`config.mk`:
```
export PLATFORM = sky130hd
export DESIGN_NAME = inst_encode_loader_flat
export DESIGN_NICKNAME = d
export VERILOG_FILES = /design/src/rtl/inst_encode_loader_if.sv /design/src/rtl/inst_encode_loader.sv /design/src/flat_wrapper.sv
export SDC_FILE = /design/constraint.sdc
export NUM_CORES = 1
export LEC_CHECK = 0
export ABC_AREA = 1
export CAP_MARGIN = 0
export CORE_MARGIN = 8
export CORE_UTILIZATION = 59
export CTS_CLUSTER_DIAMETER = 80
export CTS_CLUSTER_SIZE = 12
export DETAILED_ROUTE_END_ITERATION = 7
export PLACE_DENSITY = 0.86
export RECOVER_POWER = 50
export SETUP_SLACK_MARGIN = 0.05
export SYNTH_ARGS = -nofsm -noshare
export SYNTH_HDL_FRONTEND = slang
export SYNTH_SLANG_ARGS = --single-unit
```
`constraint.sdc`:
```
create_clock -name clk -period 5.9 [get_ports clk]
set_input_delay 1.18 -clock clk [delete_from_list [all_inputs] [get_ports clk]]
set_output_delay 1.18 -clock clk [all_outputs]
set_load 0.05 [all_outputs]
```
`src/rtl/inst_encode_loader_if.sv`:
```
// Request/write-port bundle for inst_encode_loader: field-level instruction
// requests in, encoded words out to an instruction-memory write port.
interface inst_encode_loader_if #(
  parameter int ADDR_W = 10
) ();
  logic              req_valid;
  logic              req_ready;
  logic [2:0]        req_fmt;
  logic [2:0]        req_funct3;
  logic              req_alt;
  logic              req_mext;
  logic [4:0]        req_rd;
  logic [4:0]        req_rs1;
  logic [4:0]        req_rs2;
  logic [31:0]       req_imm;
  logic              wr_en;
  logic              wr_ready;
  logic [ADDR_W-1:0] wr_addr;
  logic [31:0]       wr_data;

  // Request source and memory sink side.
  modport master (
    output req_valid, req_fmt, req_funct3, req_alt, req_mext,
           req_rd, req_rs1, req_rs2, req_imm, wr_ready,
    input  req_ready, wr_en, wr_addr, wr_data
  );

  modport slave (
    input  req_valid, req_fmt, req_funct3, req_alt, req_mext,
           req_rd, req_rs1, req_rs2, req_imm, wr_ready,
    output req_ready, wr_en, wr_addr, wr_data
  );
endinterface

```
`src/rtl/inst_encode_loader.sv`:
```
// RV32I/M instruction encoder feeding an instruction-memory write port via a FIFO.
// Define INST_ENC_MEXT_EN to build M-extension (funct7 0000001) R-type encoding.
module inst_encode_loader #(
  parameter int              DEPTH     = 4,
  parameter int              ADDR_W    = 10,
  parameter logic [ADDR_W-1:0] BASE_ADDR = '0
) (
  input  logic                clk,
  input  logic                rst_n,
  input  logic                start_clr,
  inst_encode_loader_if.slave bus,
  output logic                err_illegal,
  output logic [7:0]          err_cnt,
  output logic                busy
);

  localparam int PTR_W = $clog2(DEPTH);
  localparam int CNT_W = PTR_W + 1;

  localparam logic [6:0] OP_R     = 7'b0110011;
  localparam logic [6:0] OP_I     = 7'b0010011;
  localparam logic [6:0] OP_L     = 7'b0000011;
  localparam logic [6:0] OP_S     = 7'b0100011;
  localparam logic [6:0] OP_B     = 7'b1100011;
  localparam logic [6:0] OP_LUI   = 7'b0110111;
  localparam logic [6:0] OP_AUIPC = 7'b0010111;

  function automatic logic fits_s12(input logic signed [31:0] v);
    return (v >= -32'sd2048) && (v <= 32'sd2047);
  endfunction

  function automatic logic fits_s13(input logic signed [31:0] v);
    return (v >= -32'sd4096) && (v <= 32'sd4095);
  endfunction

  function automatic logic [7:0] sat_inc8(input logic [7:0] v);
    return (v == 8'hFF) ? v : v + 8'd1;
  endfunction

  logic signed [31:0] imm_s;
  logic [2:0]         f3;
  logic               legal_p0;
  logic [31:0]        word_p0_d, word_p0_q;
  logic               vld_p0_d, vld_p0_q;
  logic [31:0]        fifo_mem_q [DEPTH];
  logic [PTR_W-1:0]   wptr_d, wptr_q, rptr_d, rptr_q;
  logic [CNT_W-1:0]   cnt_d, cnt_q;
  logic [ADDR_W-1:0]  addr_d, addr_q;
  logic               err_illegal_d, err_illegal_q;
  logic [7:0]         err_cnt_d, err_cnt_q;
  logic               full, empty, push, pop, accept, load;

  assign imm_s = bus.req_imm;
  assign f3    = bus.req_funct3;

  // Stage p0: field encode and ISA legality of the incoming request.
  always_comb begin
    legal_p0  = 1'b0;
    word_p0_d = '0;
    case (bus.req_fmt)
      3'd0: begin
        legal_p0  = !bus.req_alt || (f3 == 3'b000) || (f3 == 3'b101);
        word_p0_d = {(bus.req_alt ? 7'b0100000 : 7'b0000000), bus.req_rs2,
                     bus.req_rs1, f3, bus.req_rd, OP_R};
      end
      3'd1: begin
        if (f3 == 3'b001) begin
          legal_p0  = 1'b1;
          word_p0_d = {7'b0000000, bus.req_imm[4:0], bus.req_rs1, f3, bus.req_rd, OP_I};
        end else if (f3 == 3'b101) begin
          legal_p0  = 1'b1;
          word_p0_d = {(bus.req_alt ? 7'b0100000 : 7'b0000000), bus.req_imm[4:0],
                       bus.req_rs1, f3, bus.req_rd, OP_I};
        end else begin
          legal_p0  = fits_s12(imm_s);
          word_p0_d = {bus.req_imm[11:0], bus.req_rs1, f3, bus.req_rd, OP_I};
        end
      end
      3'd2: begin
        legal_p0  = (f3 inside {3'd0, 3'd1, 3'd2, 3'd4, 3'd5}) && fits_s12(imm_s);
        word_p0_d = {bus.req_imm[11:0], bus.req_rs1, f3, bus.req_rd, OP_L};
      end
      3'd3: begin
        legal_p0  = (f3 <= 3'd2) && fits_s12(imm_s);
        word_p0_d = {bus.req_imm[11:5], bus.req_rs2, bus.req_rs1, f3,
                     bus.req_imm[4:0], OP_S};
      end
      3'd4: begin
        legal_p0  = (f3 != 3'd2) && (f3 != 3'd3) && !bus.req_imm[0] && fits_s13(imm_s);
        word_p0_d = {bus.req_imm[12], bus.req_imm[10:5], bus.req_rs2, bus.req_rs1, f3,
                     bus.req_imm[4:1], bus.req_imm[11], OP_B};
      end
      3'd5: begin
        legal_p0  = 1'b1;
        word_p0_d = {bus.req_imm[31:12], bus.req_rd, OP_LUI};
      end
      3'd6: begin
        legal_p0  = 1'b1;
        word_p0_d = {bus.req_imm[31:12], bus.req_rd, OP_AUIPC};
      end
      default: begin
        legal_p0  = 1'b0;
        word_p0_d = '0;
      end
    endcase
`ifdef INST_ENC_MEXT_EN
    if ((bus.req_fmt == 3'd0) && bus.req_mext) begin
      legal_p0              = !bus.req_alt;
      word_p0_d[31:25]      = 7'b0000001;
    end
`else
    if (bus.req_mext) legal_p0 = 1'b0;
`endif
  end

  // Stage p0 -> FIFO -> write port: handshake and pointer control.
  always_comb begin
    full          = (cnt_q == CNT_W'(DEPTH));
    empty         = (cnt_q == '0);
    pop           = !empty && bus.wr_ready;
    push          = vld_p0_q && (!full || pop);
    bus.req_ready = !vld_p0_q || push;
    accept        = bus.req_valid && bus.req_ready;
    load          = accept && legal_p0;
    vld_p0_d      = (vld_p0_q && !push) || load;
    wptr_d        = push ? wptr_q + PTR_W'(1) : wptr_q;
    rptr_d        = pop  ? rptr_q + PTR_W'(1) : rptr_q;
    cnt_d         = cnt_q + CNT_W'(push) - CNT_W'(pop);
    addr_d        = addr_q;
    if (start_clr)  addr_d = BASE_ADDR;
    else if (pop)   addr_d = addr_q + ADDR_W'(1);
    err_illegal_d = accept && !legal_p0;
    err_cnt_d     = err_cnt_q;
    if (start_clr)          err_cnt_d = '0;
    else if (err_illegal_d) err_cnt_d = sat_inc8(err_cnt_q);
  end

  always_ff @(posedge clk or negedge rst_n) begin
    if (!rst_n) begin
      vld_p0_q      <= 1'b0;
      wptr_q        <= '0;
      rptr_q        <= '0;
      cnt_q         <= '0;
      addr_q        <= BASE_ADDR;
      err_illegal_q <= 1'b0;
      err_cnt_q     <= '0;
    end else begin
      vld_p0_q      <= vld_p0_d;
      wptr_q        <= wptr_d;
      rptr_q        <= rptr_d;
      cnt_q         <= cnt_d;
      addr_q        <= addr_d;
      err_illegal_q <= err_illegal_d;
      err_cnt_q     <= err_cnt_d;
    end
  end

  always_ff @(posedge clk) begin
    if (load) word_p0_q <= word_p0_d;
    if (push) fifo_mem_q[wptr_q] <= word_p0_q;
  end

  // Write port: head of FIFO, zero data while idle.
  assign bus.wr_en   = !empty;
  assign bus.wr_addr = addr_q;
  assign bus.wr_data = empty ? 32'd0 : fifo_mem_q[rptr_q];
  assign err_illegal = err_illegal_q;
  assign err_cnt     = err_cnt_q;
  assign busy        = vld_p0_q || !empty;

endmodule

```
`src/flat_wrapper.sv`:
```
// flat-port wrapper written by rule: the top's interface ports become plain ports
module inst_encode_loader_flat 
#(
  parameter int              DEPTH     = 4,
  parameter int              ADDR_W    = 10,
  parameter logic [ADDR_W-1:0] BASE_ADDR = '0
)
  (clk, rst_n, start_clr, err_illegal, err_cnt, busy, bus_req_valid, bus_req_fmt, bus_req_funct3, bus_req_alt, bus_req_mext, bus_req_rd, bus_req_rs1, bus_req_rs2, bus_req_imm, bus_wr_ready, bus_req_ready, bus_wr_en, bus_wr_addr, bus_wr_data);
  inst_encode_loader_if #(.ADDR_W(ADDR_W)) bus_i ();
  input  logic clk;
  input  logic rst_n;
  input  logic start_clr;
  output logic err_illegal;
  output logic [7:0] err_cnt;
  output logic busy;
  input wire logic [$bits(bus_i.req_valid)-1:0] bus_req_valid;
  input wire logic [$bits(bus_i.req_fmt)-1:0] bus_req_fmt;
  input wire logic [$bits(bus_i.req_funct3)-1:0] bus_req_funct3;
  input wire logic [$bits(bus_i.req_alt)-1:0] bus_req_alt;
  input wire logic [$bits(bus_i.req_mext)-1:0] bus_req_mext;
  input wire logic [$bits(bus_i.req_rd)-1:0] bus_req_rd;
  input wire logic [$bits(bus_i.req_rs1)-1:0] bus_req_rs1;
  input wire logic [$bits(bus_i.req_rs2)-1:0] bus_req_rs2;
  input wire logic [$bits(bus_i.req_imm)-1:0] bus_req_imm;
  input wire logic [$bits(bus_i.wr_ready)-1:0] bus_wr_ready;
  output wire logic [$bits(bus_i.req_ready)-1:0] bus_req_ready;
  output wire logic [$bits(bus_i.wr_en)-1:0] bus_wr_en;
  output wire logic [$bits(bus_i.wr_addr)-1:0] bus_wr_addr;
  output wire logic [$bits(bus_i.wr_data)-1:0] bus_wr_data;
  assign bus_i.req_valid = bus_req_valid;
  assign bus_i.req_fmt = bus_req_fmt;
  assign bus_i.req_funct3 = bus_req_funct3;
  assign bus_i.req_alt = bus_req_alt;
  assign bus_i.req_mext = bus_req_mext;
  assign bus_i.req_rd = bus_req_rd;
  assign bus_i.req_rs1 = bus_req_rs1;
  assign bus_i.req_rs2 = bus_req_rs2;
  assign bus_i.req_imm = bus_req_imm;
  assign bus_i.wr_ready = bus_wr_ready;
  assign bus_req_ready = bus_i.req_ready;
  assign bus_wr_en = bus_i.wr_en;
  assign bus_wr_addr = bus_i.wr_addr;
  assign bus_wr_data = bus_i.wr_data;
  inst_encode_loader #(.DEPTH(DEPTH), .ADDR_W(ADDR_W), .BASE_ADDR(BASE_ADDR)) u_core (.clk(clk), .rst_n(rst_n), .start_clr(start_clr), .bus(bus_i), .err_illegal(err_illegal), .err_cnt(err_cnt), .busy(busy));
endmodule
```
==> impl_results.md <==
* Post-route setup TNS at 0 ps
* Post-synth top cells: 166 x nor2_1, 150 x edfxtp_1, 91 x nand2_1, 72 x o21ai_0, 48 x inv_1
* Endpoints failing setup at 0
* Fmax at ~230 MHz
* CP cell instances: buf_4, inv_1, buf_4, nor2_1, o21ai_1, a21oi_1, clkdlybuf4s50_1
* DR pass1 iterations at 5
* Syn avg cell area at 10.7 µm²
* Hold crit path type: flip-flop to flip-flop
* Max_slew headroom at -0.296
* Dominant register cell in the synthesized netlist: edfxtp_1
* Power per cell area at roughly 480 nW/µm²
* Final Util at 0.738
* Initial antenna violation count at 0
* DR vias at roughly 5900
* Boundary pin count at 114
* Global route overflow at 0
* Tot GR Track Use at 0.240
* Final hold viol count at 0
* Cts bufs inserted at 17
* Worst Setup Start Kind: flip-flop
* Critical path peak fanout at 32
* Yosys reg bits at ~180
* Fin nets at roughly 900
* Final worst-path cycle share at 0.736
* Worst setup EP type: output port
* Slew Viols, Final at between 60 and 70
* Dpl hpwl at around 13000 µm
* Synth Instances at 724
* Die width at 131 µm
* Maximum VDD drop at ~0.28 mV
* Clock root buffer: clkbuf_16
* Multi-input logic area at roughly 2200 µm²
* Synthesized net count at 793
* Share of the synthesized area in the top cell type at 0.581
* Share of cells above drive strength 1 at 0.0625
* Register area share after synthesis at 0.668
* Cell variety after synth at 37
* Post-CTS Setup Inserts at 0
* DRC at 0
* Iter 0 DRT Violations at approximately 520
* CTS H-tree depth at 4
* Failing checks: max-capacitance violations, max-slew violations
* Run status: finished with violations
* Most frequent cell after synthesis: nor2_1
* Number of buffers added on ports at roughly 110
* Chip height at about 130 µm
* Worst endpoint required time at around 4700 ps
* Worst EP arrival at around 3200 ps
* # diodes at 0
* Vias in the first global route at just under 6000
* Max_cap viols at 2
* CP most frequent cell: buf_4
* Yosys top cell by area: edfxtp_1
* Post-cts resize count at 0
* Area Overhead vs Synth at 24.1%
* Deepest clock path buffer count at 2
* Via density at around 5.7
* Register area at 5180 µm²
* Clk slew on worst S/H paths at ~60 ps
* Synthesized area at between 7000 and 8000 µm²
* Die area at about 17000 µm²
* Async SR Flop Fraction at 0.153
* Slew @ Worst Pin at slightly below 2000 ps
* Slowest library cell on the worst path: clkdlybuf4s50_1
* CTS tree: yes
* Cts-stage hold buffer count at 0
* Post-synth EDFFs at 150
* Crit-path max cell delay at just under 900 ps
* Top post-synthesis cells by area: edfxtp_1 58%, dfrtp_1 8.7%, nor2_1 8.0%, o21ai_0 4.6%, nand2_1 4.4%
* Routed len/inst at ~19 µm
* GP Congestion at approximately 0.87
* Critical setup path kind: flip-flop to output port
* Leakage at roughly 3.6 nW
* Largest net degree at the start of global routing at 62
* Total Wirelength at 19600 µm
* Cell Rows at 42
* Fillers at between 800 and 900
* Yosys warnings at 0
* Core Region at 13000 µm²
* Clk_lat worst skew at between 400 and 500 ps
* Initial Util at 0.595
* DRT antenna net count at 0
* Global-route wire length before repair at just over 30000 µm
* Skew final at a little under 7 ps
* Tmin final at roughly 4300 ps
* Clock tree sinks at around 180
* RSZ-0062 raised after global routing: false
-- critical path: cells and delay by family, from the launching register on --
kind / cells / cell delay, ps
buffers and inverters: 4 / 1850
and+or+nand+nor: 1 / 170
DFF: 1 / 320
AOI/OAI and AO/OA: 2 / 390
-- routing by layer --
layer | track usage | share of wire | up-vias | wire [µm]
li1 | - | - | 2690 | -
met1 | 0.288 | 0.38 | 2817 | 7530
met2 | 0.402 | 0.50 | 315 | 9830
met3 | 0.0548 | 0.084 | 44 | 1650
met4 | 0.117 | 0.032 | 0 | 620
met5 | 0 | 0 | - | 0
-- final timing paths --
check	startpoint	endpoint	slack, ps	cells past startpoint
setup / recovery	u_core.rptr_q[1]	bus_wr_data[21]	1560	7
hold / removal	u_core.bus.wr_addr[9]	u_core.bus.wr_addr[9]	480	1
setup reg to reg	u_core.cnt_q[1]	u_core.fifo_mem_q[1][4]	2850	7
hold reg to reg	u_core.bus.wr_addr[9]	u_core.bus.wr_addr[9]	480	1
max in group asynchronous	rst_n	u_core.bus.wr_addr[1]	3430	2
min in group asynchronous	rst_n	u_core.cnt_q[0]	1620	2
-- layout make-up --
type / instances / area share
clock buffer: 22 / 0.0503
tap: 176 / 0.0229
multi-input combinational: 466 / 0.230
sequential: 177 / 0.538
timing repair buffer: 121 / 0.122
clock inverter: 10 / 0.0153
inverter: 52 / 0.0205
-- state kept, by name, summed over array words and instances (netlist names) --
register / flops
u_core.wptr_q: 2
u_core.word_p0_q: 30
u_core.vld_p0_q: 1
u_core.bus.wr_addr: 10
u_core.err_illegal: 1
u_core.err_cnt: 8
u_core.rptr_q: 2
u_core.cnt_q: 3
u_core.fifo_mem_q: 120
-- kinds of logic (layout without fill, tap and decap cells) --
| group | count (synthesis) | count (layout) | share of synthesized area |
|---|---|---|---|
| and+or+nand+nor | 305 | 305 | 0.166 |
| DFF | 177 | 177 | 0.668 |
| AOI/OAI and AO/OA | 142 | 142 | 0.0979 |
| buffers and inverters | 81 | 205 | 0.0421 |
| adders and majority gates | 9 | 9 | 0.0155 |
| xor gates and xnor gates | 9 | 9 | 0.0102 |
| other | 1 | 1 | 0.000484 |
-- power by group --
part           internal (mW)  switching, mW  total [mW]
Sequential              1.44         0.0470        1.49
Clock                  0.716          0.465        1.18
Combinational          0.578           1.35        1.93
-- stage by stage --
stage,hold slack (ps),instance area [µm²],setup WS [ps],std cells,power (mW)
6_report,480,9620,1560,1024,4.60
5_1_grt,515,9620,1430,1024,4.79
4_1_cts,487,9680,1570,1024,4.62
3_5_place_dp,478,9050,1920,992,3.44
3_3_place_gp,452,9050,1960,992,3.38
2_1_floorplan,459,7750,2270,724,2.81
-- layout by cell type (no fill, tap or decap), types with 3 or more instances in the layout --
| cell type | instances |
|---|---|
| a21oi_1 | 40 |
| a22o_1 | 5 |
| buf_4 | 6 |
| bufinv_16 | 3 |
| clkbuf_1 | 4 |
| clkbuf_16 | 17 |
| clkbuf_8 | 4 |
| clkdlybuf4s50_1 | 96 |
| clkinvlp_4 | 3 |
| dfrtp_1 | 27 |
| dlygate4sd3_1 | 16 |
| edfxtp_1 | 150 |
| ha_1 | 8 |
| inv_1 | 48 |
| inv_2 | 3 |
| inv_6 | 3 |
| nand2_1 | 94 |
| nand3_1 | 25 |
| nand4_1 | 3 |
| nor2_1 | 165 |
| nor2_2 | 4 |
| nor3_1 | 6 |
| o21ai_0 | 72 |
| o21ai_1 | 17 |
| xor2_1 | 8 |
No activity file was read; power rests on OpenSTA's default activity.
